## src/rtl/usb_unstuff_deser_if.sv

```systemverilog
// Bus bundle for usb_unstuff_deser: the decoded bit stream going in and the
// framed word queue coming out.
//
// Handshake: a beat transfers on every rising clk edge where out_valid and
// out_ready are both 1. While out_valid=1 and out_ready=0 the head fields
// (out_word/out_nbits/out_last/out_err) hold steady. The input side has no
// backpressure: every cycle with in_valid=1 delivers one bit.
interface usb_unstuff_deser_if #(
    parameter int WORD_W = 8,
    parameter int NB_W   = $clog2(WORD_W + 1)
);
    logic              in_bit;
    logic              in_valid;
    logic              in_eop;
    logic [WORD_W-1:0] out_word;
    logic [NB_W-1:0]   out_nbits;
    logic              out_last;
    logic              out_err;
    logic              out_valid;
    logic              out_ready;
    logic              stuff_err;
    logic              overrun;

    // Upstream side: NRZI decoder feeding bits, consumer accepting words.
    modport master (
        output in_bit, in_valid, in_eop, out_ready,
        input  out_word, out_nbits, out_last, out_err, out_valid,
               stuff_err, overrun
    );

    // Block side: the unstuffer/deserialiser itself.
    modport slave (
        input  in_bit, in_valid, in_eop, out_ready,
        output out_word, out_nbits, out_last, out_err, out_valid,
               stuff_err, overrun
    );
endinterface

```

## src/rtl/usb_unstuff_deser.sv

```systemverilog
// USB receive-path bit unstuffer and LSB-first word deserialiser.
// Drops the bit that follows RUN_LEN consecutive ones (flagging it if it was
// a 1), packs data bits into WORD_W-bit words, frames packets on in_eop and
// hands beats to a 2-entry ready/valid queue that reports overruns.
module usb_unstuff_deser #(
    parameter int RUN_LEN = 6,
    parameter int WORD_W  = 8,
    parameter int NB_W    = $clog2(WORD_W + 1)
) (
    input logic clk,
    input logic nRST,
    usb_unstuff_deser_if.slave bus
);
    localparam int RW = $clog2(RUN_LEN + 1);

    typedef struct packed {
        logic [WORD_W-1:0] word;
        logic [NB_W-1:0]   nbits;
        logic              last;
        logic              err;
    } beat_t;

    // Bit-level state
    logic [RW-1:0]     run_q, run_d;
    logic              drop_q, drop_d;
    logic [WORD_W-1:0] sh_q, sh_d, sh_bit;
    logic [NB_W-1:0]   cnt_q, cnt_d;
    logic              sticky_q, sticky_d;

    // Queue state
    beat_t             mem_q [2];
    logic              rd_ptr_q, wr_ptr_q;
    logic [1:0]        level_q, level_d;
    logic              stuff_err_q, overrun_q;

    // Per-cycle events
    logic              stuff_hit, word_done;
    logic              push_a, push_b, acc_a, acc_b, drop_a, drop_b, pop;
    logic [1:0]        free_slots, free_after_a;
    beat_t             beat_a, beat_b, head;

    // Bit processing, beat formation and queue admission for this cycle.
    always_comb begin
        run_d     = run_q;
        drop_d    = drop_q;
        sh_d      = sh_q;
        cnt_d     = cnt_q;
        sticky_d  = sticky_q;
        sh_bit    = sh_q;
        stuff_hit = 1'b0;
        word_done = 1'b0;

        if (bus.in_valid) begin
            if (drop_q) begin
                // Stuffed position: discard, a 1 here is a violation.
                run_d     = '0;
                drop_d    = 1'b0;
                stuff_hit = bus.in_bit;
            end else begin
                sh_bit = sh_q | (WORD_W'(bus.in_bit) << cnt_q);
                if (bus.in_bit) begin
                    run_d = run_q + RW'(1);
                    if (run_q + RW'(1) == RW'(RUN_LEN))
                        drop_d = 1'b1;
                end else begin
                    run_d = '0;
                end
                if (cnt_q == NB_W'(WORD_W - 1)) begin
                    word_done = 1'b1;
                    cnt_d     = '0;
                    sh_d      = '0;
                end else begin
                    cnt_d = cnt_q + NB_W'(1);
                    sh_d  = sh_bit;
                end
            end
        end

        // Queue admission: full word first, then the EOP beat.
        pop          = (level_q != 2'd0) && bus.out_ready;
        free_slots   = 2'd2 - level_q + {1'b0, pop};
        push_a       = word_done;
        push_b       = bus.in_eop;
        acc_a        = push_a && (free_slots != 2'd0);
        drop_a       = push_a && !acc_a;
        free_after_a = free_slots - {1'b0, acc_a};
        acc_b        = push_b && (free_after_a != 2'd0);
        drop_b       = push_b && !acc_b;

        beat_a = '{word: sh_bit, nbits: NB_W'(WORD_W), last: 1'b0, err: 1'b0};
        // Upper bits of sh_d are already clear, so the partial word is clean.
        beat_b = '{word: sh_d, nbits: cnt_d, last: 1'b1,
                   err: sticky_q | stuff_hit | drop_a};

        if (bus.in_eop) begin
            run_d    = '0;
            drop_d   = 1'b0;
            sh_d     = '0;
            cnt_d    = '0;
            sticky_d = 1'b0;
        end else begin
            sticky_d = sticky_q | stuff_hit | drop_a;
        end

        level_d = level_q + {1'b0, acc_a} + {1'b0, acc_b} - {1'b0, pop};
    end

    // Register bit-level state, queue contents and event pulses.
    always_ff @(posedge clk or negedge nRST) begin
        if (!nRST) begin
            run_q       <= '0;
            drop_q      <= 1'b0;
            sh_q        <= '0;
            cnt_q       <= '0;
            sticky_q    <= 1'b0;
            mem_q[0]    <= '0;
            mem_q[1]    <= '0;
            rd_ptr_q    <= 1'b0;
            wr_ptr_q    <= 1'b0;
            level_q     <= 2'd0;
            stuff_err_q <= 1'b0;
            overrun_q   <= 1'b0;
        end else begin
            run_q       <= run_d;
            drop_q      <= drop_d;
            sh_q        <= sh_d;
            cnt_q       <= cnt_d;
            sticky_q    <= sticky_d;
            if (acc_a)
                mem_q[wr_ptr_q] <= beat_a;
            if (acc_b)
                mem_q[acc_a ? ~wr_ptr_q : wr_ptr_q] <= beat_b;
            wr_ptr_q    <= wr_ptr_q ^ (acc_a ^ acc_b);
            rd_ptr_q    <= rd_ptr_q ^ pop;
            level_q     <= level_d;
            stuff_err_q <= stuff_hit;
            overrun_q   <= drop_a | drop_b;
        end
    end

    // Present the queue head; fields read as zero when the queue is empty.
    always_comb begin
        head          = mem_q[rd_ptr_q];
        bus.out_valid = (level_q != 2'd0);
        bus.out_word  = bus.out_valid ? head.word  : '0;
        bus.out_nbits = bus.out_valid ? head.nbits : '0;
        bus.out_last  = bus.out_valid ? head.last  : 1'b0;
        bus.out_err   = bus.out_valid ? head.err   : 1'b0;
        bus.stuff_err = stuff_err_q;
        bus.overrun   = overrun_q;
    end
endmodule

```

## src/flat_wrapper.sv

```systemverilog
// flat-port wrapper written by rule: the top's interface ports become plain ports
module usb_unstuff_deser_flat 
#(
    parameter int RUN_LEN = 6,
    parameter int WORD_W  = 8,
    parameter int NB_W    = $clog2(WORD_W + 1)
)
  (clk, nRST, bus_in_bit, bus_in_valid, bus_in_eop, bus_out_ready, bus_out_word, bus_out_nbits, bus_out_last, bus_out_err, bus_out_valid, bus_stuff_err, bus_overrun);
  usb_unstuff_deser_if #(.WORD_W(WORD_W), .NB_W(NB_W)) bus_i ();
  input logic clk;
  input logic nRST;
  input wire logic [$bits(bus_i.in_bit)-1:0] bus_in_bit;
  input wire logic [$bits(bus_i.in_valid)-1:0] bus_in_valid;
  input wire logic [$bits(bus_i.in_eop)-1:0] bus_in_eop;
  input wire logic [$bits(bus_i.out_ready)-1:0] bus_out_ready;
  output wire logic [$bits(bus_i.out_word)-1:0] bus_out_word;
  output wire logic [$bits(bus_i.out_nbits)-1:0] bus_out_nbits;
  output wire logic [$bits(bus_i.out_last)-1:0] bus_out_last;
  output wire logic [$bits(bus_i.out_err)-1:0] bus_out_err;
  output wire logic [$bits(bus_i.out_valid)-1:0] bus_out_valid;
  output wire logic [$bits(bus_i.stuff_err)-1:0] bus_stuff_err;
  output wire logic [$bits(bus_i.overrun)-1:0] bus_overrun;
  assign bus_i.in_bit = bus_in_bit;
  assign bus_i.in_valid = bus_in_valid;
  assign bus_i.in_eop = bus_in_eop;
  assign bus_i.out_ready = bus_out_ready;
  assign bus_out_word = bus_i.out_word;
  assign bus_out_nbits = bus_i.out_nbits;
  assign bus_out_last = bus_i.out_last;
  assign bus_out_err = bus_i.out_err;
  assign bus_out_valid = bus_i.out_valid;
  assign bus_stuff_err = bus_i.stuff_err;
  assign bus_overrun = bus_i.overrun;
  usb_unstuff_deser #(.RUN_LEN(RUN_LEN), .WORD_W(WORD_W), .NB_W(NB_W)) u_core (.clk(clk), .nRST(nRST), .bus(bus_i));
endmodule
```

## config.mk

```make
export PLATFORM = sky130hd
export DESIGN_NAME = usb_unstuff_deser_flat
export DESIGN_NICKNAME = d
export VERILOG_FILES = /design/src/rtl/usb_unstuff_deser_if.sv /design/src/rtl/usb_unstuff_deser.sv /design/src/flat_wrapper.sv
export SDC_FILE = /design/constraint.sdc
export NUM_CORES = 1
export LEC_CHECK = 0
export BUFFER_PORTS_ARGS = -buffer_cell sky130_fd_sc_hd__buf_4
export CELL_PAD_IN_SITES_DETAIL_PLACEMENT = 0
export CELL_PAD_IN_SITES_GLOBAL_PLACEMENT = 1
export CORE_ASPECT_RATIO = 0.5
export CORE_MARGIN = 2
export CORE_UTILIZATION = 50
export CTS_CLUSTER_SIZE = 40
export DETAILED_ROUTE_END_ITERATION = 12
export GPL_ROUTABILITY_DRIVEN = 0
export PLACE_DENSITY_LB_ADDON = 0.1
export SLEW_MARGIN = 20
export SYNTH_ARGS = -nofsm -noshare
export SYNTH_HDL_FRONTEND = slang
export SYNTH_SLANG_ARGS = --single-unit
```

## constraint.sdc

```tcl
create_clock -name clk -period 4.5 [get_ports clk]
set_input_delay 0.225 -clock clk [delete_from_list [all_inputs] [get_ports clk]]
set_output_delay 0.225 -clock clk [all_outputs]
set_load 0.02 [all_outputs]
```

# After elaboration in Yosys (flattened, before gate mapping)

Cells that the tools add are included.

Register bits: 51
Input bits: 6
Logic and storage cells: 99

$add $sub $neg: 8
Order comparisons: 5
Equality and inequality tests: 2
Shift operators: 1
Muxes and demuxes: 41
Bitwise logic cells: 11
Reduce and logical (&&, ||, !) cells: 13

Operators with widths:

| kind                                               | number |
|---|---|
| two-way mux 14 bit                                 | 5 |
| bitwise mux 28 bit                                 | 2 |
| two-way mux 28 bit                                 | 2 |
| two-way mux 8 bit                                  | 7 |
| demux 14 bit (select 1 bit)                        | 2 |
| two-way mux 4 bit                                  | 5 |
| two-way mux 1 bit                                  | 14 |
| two-way mux 3 bit                                  | 4 |
| OR 8 bit                                           | 1 |
| nonzero test 2 bit                                 | 4 |
| left shift 1 x 4 -> 8 bit                          | 1 |
| logical AND 1 bit                                  | 7 |
| adder 2 x 1 -> 2 bit                               | 3 |
| >= comparator 2 bit, second input constant         | 3 |
| inverter 1 -> 2 bit                                | 3 |
| adder 4 x 1 -> 4 bit, second input constant        | 1 |
| == test 4 x 3 -> 1 bit, second input constant      | 1 |
| < comparator 2 x 1 -> 1 bit, second input constant | 2 |
| subtractor 2 x 1 -> 2 bit                          | 2 |
| adder 3 x 1 -> 3 bit, second input constant        | 1 |
| == test 3 bit, second input constant               | 1 |
| OR 1 bit                                           | 3 |
| XOR 1 bit                                          | 3 |
| logical NOT 1 bit                                  | 2 |
| 2 further kinds                                    | 2 |

# Longest topological paths before layout

Depth after elaboration: 13
Depth in mapped cells: 9
Gate-level depth less buffers: 9

# Worst setup path after synthesis

Ideal clock, no wire load.

Path kind: flip-flop to flip-flop
Start point: reg u_core.level_q[1]
End point: reg u_core.level_q[1]
Library setup time: 0.127 ns
Arrival: 2.429 ns
Setup slack: 1.944 ns
Stages on the path, launching flop included: 10
Buffers on the path: 0
Path through: dfrtp_1 o21ai_0 ha_1 xor2_2 nand2_1 a21oi_1 nor2_1 fa_1 xor2_1 xnor2_1

Longest elaborated chain between the ends: 10

RTL lines:

| item                                                     | line                     | source |
|---|---|---|
| from (decl)                                              | usb_unstuff_deser.sv:33  | `logic [1:0] level_q, level_d;` |
| from (signal assigned)                                   | usb_unstuff_deser.sv:135 | `level_q <= level_d;` |
| branches (longest 9 deep; another with subtractor 2 bit) | -                        |  |
| subtractor 2 x 1 -> 2 bit *                              | usb_unstuff_deser.sv:105 | `level_d = level_q + {1'b0, acc_a} + {1'b0, acc_b} - {1'b0, pop};` |
| net u_core.level_d[1]                                    | usb_unstuff_deser.sv:33  |  |

Mark *: on every way through the listed nets, which the timed path passes.
A chain may end at the register's enable or synchronous reset.

# Final worst setup path

Same ends and word-level chain as after synthesis.

==> qor.yml <==
sta:
  clock.fmax_mhz: 350
  min_period_ns: 2.86
  finalMaxSlewViolations: 0
  timing.hold.ws_ns: 0.235
  unrepaired_setup_endpoints_after_global_routing: "false"
  tightestPinTransition_ns: 0.970
  postLayoutSetupSlackWorst_ns: 1.64
  layout_worst_path_cycle_share: 0.635
  finalClockSkew_ns: 0.0101
  setup_tns_ns: 0
  report.final.hold_viol_count: 0
  setup_viol: 0
  timing.max_slew.rel_slack: 0.344
layout:
  final-instance-count-excl-fill: 343
  antenna_cells: 0
  finish.net_count: 283
  sequential_cell_area_um2: 1280
  syn2layout_area_growth_pct: 12.5
  post_route_cells_drive_above_1_share: 0.139
  multiInputGateArea_um2: 1230
  mostFrequentLayoutCell: "dfrtp_1"
  fill_cell_count: 464
  fin_area_um2: 2920
  layout.cells.most_common_list: "51 x dfrtp_1, 44 x nor2_1, 30 x mux2i_1, 25 x buf_4, 13 x a21oi_1"
route:
  drc: 0
  routed_len_inst_um: 16.7
  final_antenna_net_count: 0
  vias_per_std_cell: 5.63
  firstDrtPassIters: 4
  detail_route.iter0.violations: 73
  detailroute.via_count: 1930
  totalWireLength_um: 5750
die:
  initial_utilization: 0.524
  die_area_um2: 5820
  rows: 18
  fp.coreArea_um2: 4950
  ios: 23
  die-width_um: 106
  dieHeight_um: 54.9
logic_synthesis:
  post_synthesis_sequential_element_count: 51
  avgSynthCellArea_um2: 10.3
  synth.yosys.seq_area_share: 0.492
  postSynth.asyncResetShare: 1.00
  mappedNetlistNets: 262
  dominantRegCellSynth: "dfrtp_1"
  netlist_instances: 251
  yosysWarnings: 0
  synth_edf_count: 0
  syn-cell-area_um2: 2590
  synth.lib_cells_used.distinct: 40
clock_tree:
  worstSkewPairLatency_ns: 0.31
  cts.repair_timing.setup_buffer_count: 0
  clkSinkCount: 51
  path_clk_slew_ns: 0.09
  post_cts.resized_instances: 0
  clk_path_buf_depth: 2
  cts_tree: "done"
  cts_inserted_buffers: 5
  clock_root_cell: "clkbuf_8"
  cts.htree.levels: 2
global_route:
  groute.layer.met3.usage: 0.0457
  antenna_found_initial: 0
  global_route.usage.met2: 0.355
  grt_pass1_wl_um: 9720
  global_route.usage.met1: 0.316
  globalRouteTotalUtil: 0.223
  via_count_of_the_first_global_routing_pass: 1872
  global_route.overflow_total: 0
  grt_busiest_layer: "met2"
  grt_max_degree: 52
placement:
  placed_cells: 334
  placement.cell_area_um2: 2820
  place_hpwl_um: 3790
  portBuffers: 22
  place_ws_ns: 1.63
critical_path:
  worstSetupStartpointType: "flip-flop"
  worstPathMaxFanout: 7
  timing.critical_path.to_type: "flip-flop"
  timing.critical_path.arrival_ns: 3.05
  required_ns: 4.70
  critical_path_class: "reg2reg"
power_and_ir_drop:
  peakVddDrop_mv: 0.365
  total_leakage_power_nw: 1.40
  power-per-cell-area_nw_per_um2: 504
outcome:
  outcome: "complete, no violations"
min_path:
  hold_class: "in2reg"
flow_run:
  timing.max_cap.violations: 0
==> timing repair <==
action	4_1_cts	5_1_grt
hold buffers	1	0
endpoints found under the hold margin	51	0
endpoints found under the setup margin	0	0
==> power breakdown <==
part / switching, mW / internal [mW]
Clock: 0.152 / 0.109
Combinational: 0.343 / 0.242
Sequential: 0.0975 / 0.527
==> critical path, cell delays in order, from the launching register on <==
cell     delay [ns]
dfrtp_1        0.47
o21ai_0        0.41
ha_1           0.32
xor2_2         0.28
nand2_1        0.25
a21oi_1        0.28
nor2_1         0.09
fa_1           0.37
xor2_1         0.16
xnor2_1        0.13
==> sequential cells by signal (all words and copies together), names as in the netlist <==
| name | flops |
|---|---|
| u_core.level_q | 2 |
| u_core.rd_ptr_q | 1 |
| u_core.drop_q | 1 |
| u_core.run_q | 3 |
| u_core.bus.overrun | 1 |
| u_core.bus.stuff_err | 1 |
| u_core.wr_ptr_q | 1 |
| u_core.mem_q | 28 |
| u_core.cnt_q | 4 |
| u_core.sticky_q | 1 |
| u_core.sh_q | 8 |
==> cell usage after synthesis, types with 2 or more instances <==
master / count / area [um^2]
dfrtp_1: 51 / 1280
nor2_1: 44 / 165
mux2i_1: 30 / 300
a21oi_1: 13 / 65.1
inv_1: 10 / 37.5
o21ai_0: 10 / 50.1
o2bb2ai_1: 10 / 87.6
and2_1: 8 / 50.1
clkbuf_1: 8 / 30.0
nand2_1: 8 / 30.0
nand2b_1: 6 / 37.5
o32ai_1: 6 / 52.6
and3_1: 4 / 25.0
ha_1: 4 / 50.1
nand3_1: 4 / 20.0
xnor2_1: 4 / 35.0
nand4_1: 3 / 18.8
xor2_1: 3 / 26.3
a32oi_2: 2 / 32.5
and3b_1: 2 / 17.5
nor2b_1: 2 / 12.5
==> worst paths after layout <==
path | start | to | slack (ns) | cells after the start
setup / recovery | u_core.level_q[1] | u_core.level_q[1] | 1.64 | 9
hold / removal | bus_in_eop | u_core.drop_q | 0.24 | 2
setup reg to reg | u_core.level_q[1] | u_core.level_q[1] | 1.64 | 9
hold reg to reg | u_core.mem_q[13] | u_core.mem_q[13] | 0.51 | 1
max in group asynchronous | nRST | u_core.mem_q[16] | 3.57 | 2
min in group asynchronous | nRST | u_core.level_q[0] | 0.46 | 2
==> stage by stage <==
stage	util	power, mW
after detailed placement	0.570	1.22
final	0.589	1.47
after global routing	0.589	1.58
after CTS	0.589	1.48
after global placement	0.570	1.20
after floorplan	-	1.02
==> cell families (layout without fill, tap and decap cells) <==
| logic type | count (synthesis) | in the layout | share of synthesized area |
|---|---|---|---|
| xor gates and xnor gates | 8 | 8 | 0.0299 |
| AOI/OAI and AO/OA | 48 | 48 | 0.136 |
| muxes | 30 | 30 | 0.116 |
| adders and majority gates | 5 | 5 | 0.0270 |
| buffers and inverters | 22 | 44 | 0.0342 |
| and+or+nand+nor | 87 | 87 | 0.165 |
| DFF | 51 | 51 | 0.492 |
==> final cells by class <==
cell class	count	area share
Timing Repair Buffer	26	0.0677
Multi-Input combinational cell	178	0.423
Sequential cell	51	0.437
Clock buffer	6	0.0249
Inverter	10	0.0129
Tap cell	70	0.0300
Clock inverter	2	0.00429
==> per-layer routing <==
metal	wire [um]	up-vias	part of all wire
li1	-	927	-
met2	2530	29	0.44
met5	0	-	0
met1	2960	969	0.52
met3	214	5	0.037
met4	40	0	0.0070
Power figures use the tool's default switching activity.
